**config.mk**
```make
export PLATFORM = sky130hd
export DESIGN_NAME = delayed_branch_scheduler
export DESIGN_NICKNAME = d
export VERILOG_FILES = /design/src/rtl/delayed_branch_scheduler.sv
export SDC_FILE = /design/constraint.sdc
export NUM_CORES = 1
export LEC_CHECK = 0
export CORE_MARGIN = 2
export CORE_UTILIZATION = 42
export CTS_CLUSTER_DIAMETER = 150
export DETAILED_ROUTE_END_ITERATION = 10
export PLACE_DENSITY = 0.63
export SYNTH_ARGS = -nofsm -noshare
export SYNTH_HDL_FRONTEND = slang
export SYNTH_SLANG_ARGS = --single-unit
```
**constraint.sdc**
```tcl
create_clock -name clk -period 4.6 [get_ports clk]
set_input_delay 0.92 -clock clk [delete_from_list [all_inputs] [get_ports clk]]
set_output_delay 0.92 -clock clk [all_outputs]
set_load 0.01 [all_outputs]
```
**src/rtl/delayed_branch_scheduler.sv**
```systemverilog
// delayed_branch_scheduler
// Program-ordered queue of delayed-branch halves from lanes p0/p1. When the
// owning branch retires, the head entry's condition is checked against N/V/Z:
// false pops the head, true reinjects the stored instruction into its lane,
// flushes every younger entry and holds the redirect until inj_ready.
//
// Optional build macro: DBS_STATS_EN adds saturating taken/not-taken
// resolve counters (taken_cnt, nottaken_cnt).
//
// Handshake: the redirect is offered while p0_do_delayed_B or p1_do_delayed_B
// is high (one-hot, inj_IR valid); it is consumed on the rising edge where
// inj_ready is also high, and do_delayed_B drops in the following cycle.
// inj_ready outside a redirect has no effect.
module delayed_branch_scheduler #(
    parameter int DEPTH = 4,
    parameter int CNT_W = 16
) (
    input  logic                     clk,
    input  logic                     rst,
    input  logic                     p0_push,
    input  logic [15:0]              p0_entry,
    input  logic [2:0]               p0_cond,
    input  logic                     p1_push,
    input  logic [15:0]              p1_entry,
    input  logic [2:0]               p1_cond,
    input  logic                     res_valid,
    input  logic                     N,
    input  logic                     V,
    input  logic                     Z,
    input  logic                     inj_ready,
    output logic [15:0]              inj_IR,
    output logic                     p0_do_delayed_B,
    output logic                     p1_do_delayed_B,
    output logic                     flush,
    output logic                     stall_fetch,
    output logic                     overflow,
    output logic [$clog2(DEPTH):0]   count,
`ifdef DBS_STATS_EN
    output logic [CNT_W-1:0]         taken_cnt,
    output logic [CNT_W-1:0]         nottaken_cnt,
`endif
    output logic [1:0]               dbg_state
);

    localparam int PW = $clog2(DEPTH);
    localparam int CW = $clog2(DEPTH) + 1;

    typedef enum logic [1:0] {
        IDLE     = 2'd0,
        PENDING  = 2'd1,
        REDIRECT = 2'd2
    } state_e;

    state_e          r_state;
    logic [PW-1:0]   r_head;
    logic [PW-1:0]   r_tail;
    logic [CW-1:0]   r_count;
    logic            r_lane [DEPTH];
    logic [15:0]     r_ir   [DEPTH];
    logic [2:0]      r_cond [DEPTH];
    logic [15:0]     r_inj_ir;
    logic            r_p0_do;
    logic            r_p1_do;
    logic            r_flush;
    logic            r_overflow;

    logic            w_active;
    logic            w_cond_true;
    logic            w_resolve;
    logic            w_taken;
    logic            w_pop;
    logic [CW-1:0]   w_free;
    logic            w_p0_ok;
    logic            w_p1_ok;
    logic            w_drop;
    logic [PW-1:0]   w_wr1_idx;
    logic [CW-1:0]   w_count_nxt;

    function automatic logic cond_true(input logic [2:0] c, input logic n, input logic v,
                                       input logic z);
        logic lt;
        logic r;
        lt = n ^ v;
        r  = 1'b0;
        case (c)
            3'd0: r = 1'b0;          // NV
            3'd1: r = 1'b1;          // AL
            3'd2: r = z;             // EQ
            3'd3: r = ~z;            // NE
            3'd4: r = lt;            // LT
            3'd5: r = lt | z;        // LE
            3'd6: r = ~(lt | z);     // GT
            3'd7: r = ~lt;           // GE
            default: r = 1'b0;
        endcase
        return r;
    endfunction

    // Resolve decision and push acceptance; pushes see the slot freed by a same-cycle pop
    always_comb begin
        w_active    = (r_state != REDIRECT);
        w_cond_true = cond_true(r_cond[r_head], N, V, Z);
        w_resolve   = w_active && res_valid && (r_count != '0);
        w_taken     = w_resolve && w_cond_true;
        w_pop       = w_resolve && !w_cond_true;
        w_free      = CW'(DEPTH) - r_count + CW'(w_pop);
        w_p0_ok     = w_active && !w_taken && p0_push && (w_free != '0);
        w_p1_ok     = w_active && !w_taken && p1_push &&
                      (w_p0_ok ? (w_free >= CW'(2)) : (w_free != '0));
        w_drop      = w_active && !w_taken &&
                      ((p0_push && !w_p0_ok) || (p1_push && !w_p1_ok));
        w_wr1_idx   = r_tail + PW'(w_p0_ok);
        w_count_nxt = r_count - CW'(w_pop) + CW'(w_p0_ok) + CW'(w_p1_ok);
    end

    // Entry storage: p0 lands at the tail, p1 right behind it
    always_ff @(posedge clk or negedge rst) begin
        if (!rst) begin
            for (int i = 0; i < DEPTH; i++) begin
                r_lane[i] <= 1'b0;
                r_ir[i]   <= '0;
                r_cond[i] <= '0;
            end
        end else begin
            if (w_p0_ok) begin
                r_lane[r_tail] <= 1'b0;
                r_ir[r_tail]   <= p0_entry;
                r_cond[r_tail] <= p0_cond;
            end
            if (w_p1_ok) begin
                r_lane[w_wr1_idx] <= 1'b1;
                r_ir[w_wr1_idx]   <= p1_entry;
                r_cond[w_wr1_idx] <= p1_cond;
            end
        end
    end

    // Control FSM: queue pointers, redirect latch, flush pulse and sticky overflow
    always_ff @(posedge clk or negedge rst) begin
        if (!rst) begin
            r_state    <= IDLE;
            r_head     <= '0;
            r_tail     <= '0;
            r_count    <= '0;
            r_inj_ir   <= '0;
            r_p0_do    <= 1'b0;
            r_p1_do    <= 1'b0;
            r_flush    <= 1'b0;
            r_overflow <= 1'b0;
        end else begin
            case (r_state)
                IDLE, PENDING: begin
                    r_flush <= w_taken;
                    if (w_drop)
                        r_overflow <= 1'b1;
                    if (w_taken) begin
                        // Everything behind the taken head is wrong-path work
                        r_inj_ir <= r_ir[r_head];
                        r_p0_do  <= ~r_lane[r_head];
                        r_p1_do  <= r_lane[r_head];
                        r_head   <= '0;
                        r_tail   <= '0;
                        r_count  <= '0;
                        r_state  <= REDIRECT;
                    end else begin
                        r_head  <= r_head + PW'(w_pop);
                        r_tail  <= r_tail + PW'(w_p0_ok) + PW'(w_p1_ok);
                        r_count <= w_count_nxt;
                        r_state <= (w_count_nxt == '0) ? IDLE : PENDING;
                    end
                end
                REDIRECT: begin
                    r_flush <= 1'b0;
                    if (inj_ready) begin
                        r_p0_do <= 1'b0;
                        r_p1_do <= 1'b0;
                        r_state <= IDLE;
                    end
                end
                default: r_state <= IDLE;
            endcase
        end
    end

`ifdef DBS_STATS_EN
    // Saturating resolve statistics
    always_ff @(posedge clk or negedge rst) begin
        if (!rst) begin
            taken_cnt    <= '0;
            nottaken_cnt <= '0;
        end else begin
            if (w_taken && (taken_cnt != '1))
                taken_cnt <= taken_cnt + 1'b1;
            if (w_pop && (nottaken_cnt != '1))
                nottaken_cnt <= nottaken_cnt + 1'b1;
        end
    end
`endif

    assign inj_IR          = r_inj_ir;
    assign p0_do_delayed_B = r_p0_do;
    assign p1_do_delayed_B = r_p1_do;
    assign flush           = r_flush;
    assign overflow        = r_overflow;
    assign count           = r_count;
    assign stall_fetch     = (CW'(DEPTH) - r_count) < CW'(2);
    assign dbg_state       = r_state;

endmodule

```
==> out/summary.txt <==
status: finished clean
period utilisation layout: 91.9%
Min-Delay Path Class: flip-flop to flip-flop
max-slew violations: 0
Std-Cell Rows: 45
hpwl dp: 12.0 mm
Crit. End Element: flip-flop
Avg Synthesized Cell Area: 9.47 µm²
dpl cell area: 7330 µm²
Critical Path AT: 4470 ps
Synth Cell Area: 6380 µm²
root buf cell: clkbuf_16
first-pass GRT wire length: 31.0 mm
Worst IR Drop VDD: 553 µV
Worst-Margin Slew: 889 ps
Post-Synthesis Cells: 674
post-synthesis simple-gate area fraction: 21.3%
Synth Flop Type: dfrtp_1
share of layout cells above drive strength 1: 12.7%
Synth cell types: 46
Area Overhead vs Synth: 18.9%
drt pass-1 iters: 7
Post-CTS Hold Buffers: 0
PwrDens: 846 nW/µm²
CP Data Required Time: 4840 ps
Switching Fraction: 45.2%
DR vias: 5,908
clock share of power: 11.1%
Die Area: 16,200 µm²
max_cap viols: 0
RSZ-0062 raised after global routing: no
fin area: 7590 µm²
clock slew at reported path FFs: 70 ps
FFs w/ async S/R, synth: 100%
core area: 15,000 µm²
I/O pin count: 73
Max Fclk: 237 MHz
Final setup viols: 0
Worst Setup Slack, final: 374 ps
WL final: 19.9 mm
Place WS: 7.09 ps
WL per Instance: 22.0 µm
Initial Util: 42.5%
TritonCTS clock tree: done
Tmin final: 4230 ps
DR vias/cell: 6.55
largest net degree at the start of global routing: 209
Leak: 2.85 nW
combinational share of power: 61.2%
IO Port Bufs: 72
M1 WL: 8.03 mm
grt total ovfl: 0
H-tree levels: 3
worst-case clock buffer depth: 2
initial antenna violation count: 0
Crit Path Max Fanout: 4
clk_lat worst skew: 360 ps
die height: 127 µm
Post-synth EDFFs: 0
final core occ: 50.5%
yosys warns: 0
highest metal used: met4
setup TNS: 0 ps
Sequential Power Share: 27.7%
# diodes: 0
compound-cell area share of the yosys netlist: 17.0%
cell internal pwr: 3.52 mW
via count of the first global-routing pass: 5,653
XOR/XNOR Fraction of Synth Area: 1.37%
Syn Nets: 729
Setup crit start kind: input port
Hold Vio Cnt, Final: 0
main combinational cell family by area after synthesis: simple AND/OR/NAND/NOR gates
global-route usage over all layers: 24.7%
Residual DRC: 0
Seq/Total Area, Yosys: 42.7%
Die X: 127 µm
NetSw: 2.90 mW
Final ANT Viol Nets: 0
Final GP Congestion: 0.842
drt initial violations: 587
Max Clock Skew: 10.8 ps
met2 wire len: 10.0 mm
Sink Count: 109
Met3 Wirelength: 1.49 mm
Post-Synth Adder-Cell Area: 1.69%
total CTS buffers: 9
mux cell area share after synthesis: 10.2%
CP Class: input port to flip-flop
flops & latches, synth: 109
Slew HR: 40.6%
number of nets in the layout: 766
==> cell usage after synthesis, types with 2 or more instances <==
cell type	number	area [µm²]
dfrtp_1	109	2730
nor3_1	79	395
a31oi_1	76	475
or4_1	76	571
o21ai_0	72	360
clkbuf_1	60	225
nand2_1	34	128
mux4_2	19	428
o21ai_1	18	90.1
mux2_2	17	191
nor2_1	12	45.0
buf_1	7	26.3
clkbuf_2	7	35.0
ha_1	7	87.6
inv_1	7	26.3
nand2b_1	7	43.8
nand3_1	7	35.0
a21o_1	5	37.5
xnor2_1	5	43.8
xor2_1	5	43.8
a21oi_1	4	20.0
buf_2	4	20.0
nor2b_1	4	25.0
a22o_1	3	26.3
buf_6	3	33.8
mux2i_1	3	30.0
nand3b_1	3	22.5
or3b_1	2	17.5
or3b_2	2	17.5
==> sequential cells by signal, summed over array words and instances, names as in the netlist, 2 cells and up <==
signal,count
r_ir,64
inj_IR,16
r_cond,12
r_lane,4
count,3
dbg_state,2
r_head,2
r_tail,2
==> per-layer routing <==
metal | up-vias | track usage (%)
met1 | 2912 | 32.7
met4 | 0 | 9.76
met5 | - | 0
li1 | 2665 | -
met2 | 296 | 40.5
met3 | 35 | 4.31
==> critical path, stage by stage <==
cell and delay [ps]:
clkdlybuf4s50_1 450, xnor2_1 230, nand3_1 100, a21oi_1 320
nor4_1 90, ha_1 200, xor2_1 170, nor2b_1 140
and3_2 200, nor4_2 260, xor2_1 190, ha_1 160
a21oi_1 50, fa_1 410, xnor2_2 170, a21o_1 190
a22o_1 220
==> power groups by stage <==
| stage | combinational, mW | clock [mW] | sequential, mW |
|---|---|---|---|
| after floorplan | 2.65 | 0 | 1.74 |
| after global placement | 3.76 | 0 | 1.76 |
| after detailed placement | 3.88 | 0 | 1.78 |
| after CTS | 3.89 | 0.723 | 1.77 |
| after global routing | 4.30 | 0.763 | 1.83 |
| final | 3.93 | 0.711 | 1.78 |
==> stage by stage <==
stage	power (mW)	hold WS, ps	std cells
floorplan	4.38	455	674
global placement	5.51	447	888
detailed placement	5.66	449	888
CTS	6.39	476	902
global route	6.90	490	902
finish	6.42	476	902
==> kinds of logic (layout without fill, tap and decap cells) <==
| family | after synthesis | after routing |
|---|---|---|
| buffers and inverters | 88 | 128 |
| multiplexers | 39 | 39 |
| flip-flops | 109 | 109 |
| XOR/XNOR | 10 | 10 |
| adder cells (fa/ha/maj) | 8 | 8 |
| AND/OR/NAND/NOR | 233 | 233 |
| AO/OA/AOI/OAI | 187 | 187 |
==> timing repair <==
item                       CTS  global route
gates resized for setup      0             2
setup endpoints to repair    0             2
setup buffers                0             0
==> final cells by class <==
cell class | count | area, µm²
clock buffer | 12 | 236
multi-input combinational | 477 | 3300
fill | 1363 | 7450
timing repair buffer | 107 | 1040
tap | 188 | 235
sequential | 109 | 2730
clock inverter | 2 | 12.5
inverter | 7 | 26.3
==> final timing paths <==
| path | from | to | slack (ps) | depth (start not counted) |
|---|---|---|---|---|
| max | V | count[2]$_DFFE_PN0P_ | 370 | 17 |
| min | overflow$_DFFE_PN0P_ | overflow$_DFFE_PN0P_ | 480 | 1 |
| max reg2reg | r_head[0]$_DFFE_PN0P_ | count[2]$_DFFE_PN0P_ | 450 | 16 |
| min reg2reg | overflow$_DFFE_PN0P_ | overflow$_DFFE_PN0P_ | 480 | 1 |
| max in group asynchronous | rst | r_cond[10]$_DFF_PN0_ | 3070 | 2 |
| min in group asynchronous | rst | r_cond[3]$_DFF_PN0_ | 510 | 1 |
==> cell usage in the layout, fill, tap and decap left out, drive strengths merged, types with 2 or more instances in the layout <==
cell type | Yosys | routed
ha | 7 | 7
a22o | 3 | 3
a21oi | 4 | 4
dfrtp | 109 | 109
xor2 | 5 | 5
buf | 14 | 36
mux4 | 19 | 19
nand3b | 3 | 3
clkdlybuf4s50 | 0 | 71
nand2 | 34 | 34
a31oi | 76 | 76
nor3 | 79 | 79
xnor2 | 5 | 5
mux2 | 17 | 17
nor2b | 4 | 4
clkbuf | 67 | 12
nor2 | 12 | 12
inv | 7 | 7
nand2b | 7 | 7
mux2i | 3 | 3
nand3 | 7 | 7
o211ai | 2 | 2
or3b | 4 | 4
nor4 | 2 | 2
or4 | 76 | 76
o21ai | 90 | 90
a21o | 5 | 5
(Power assumes the default switching activity.)
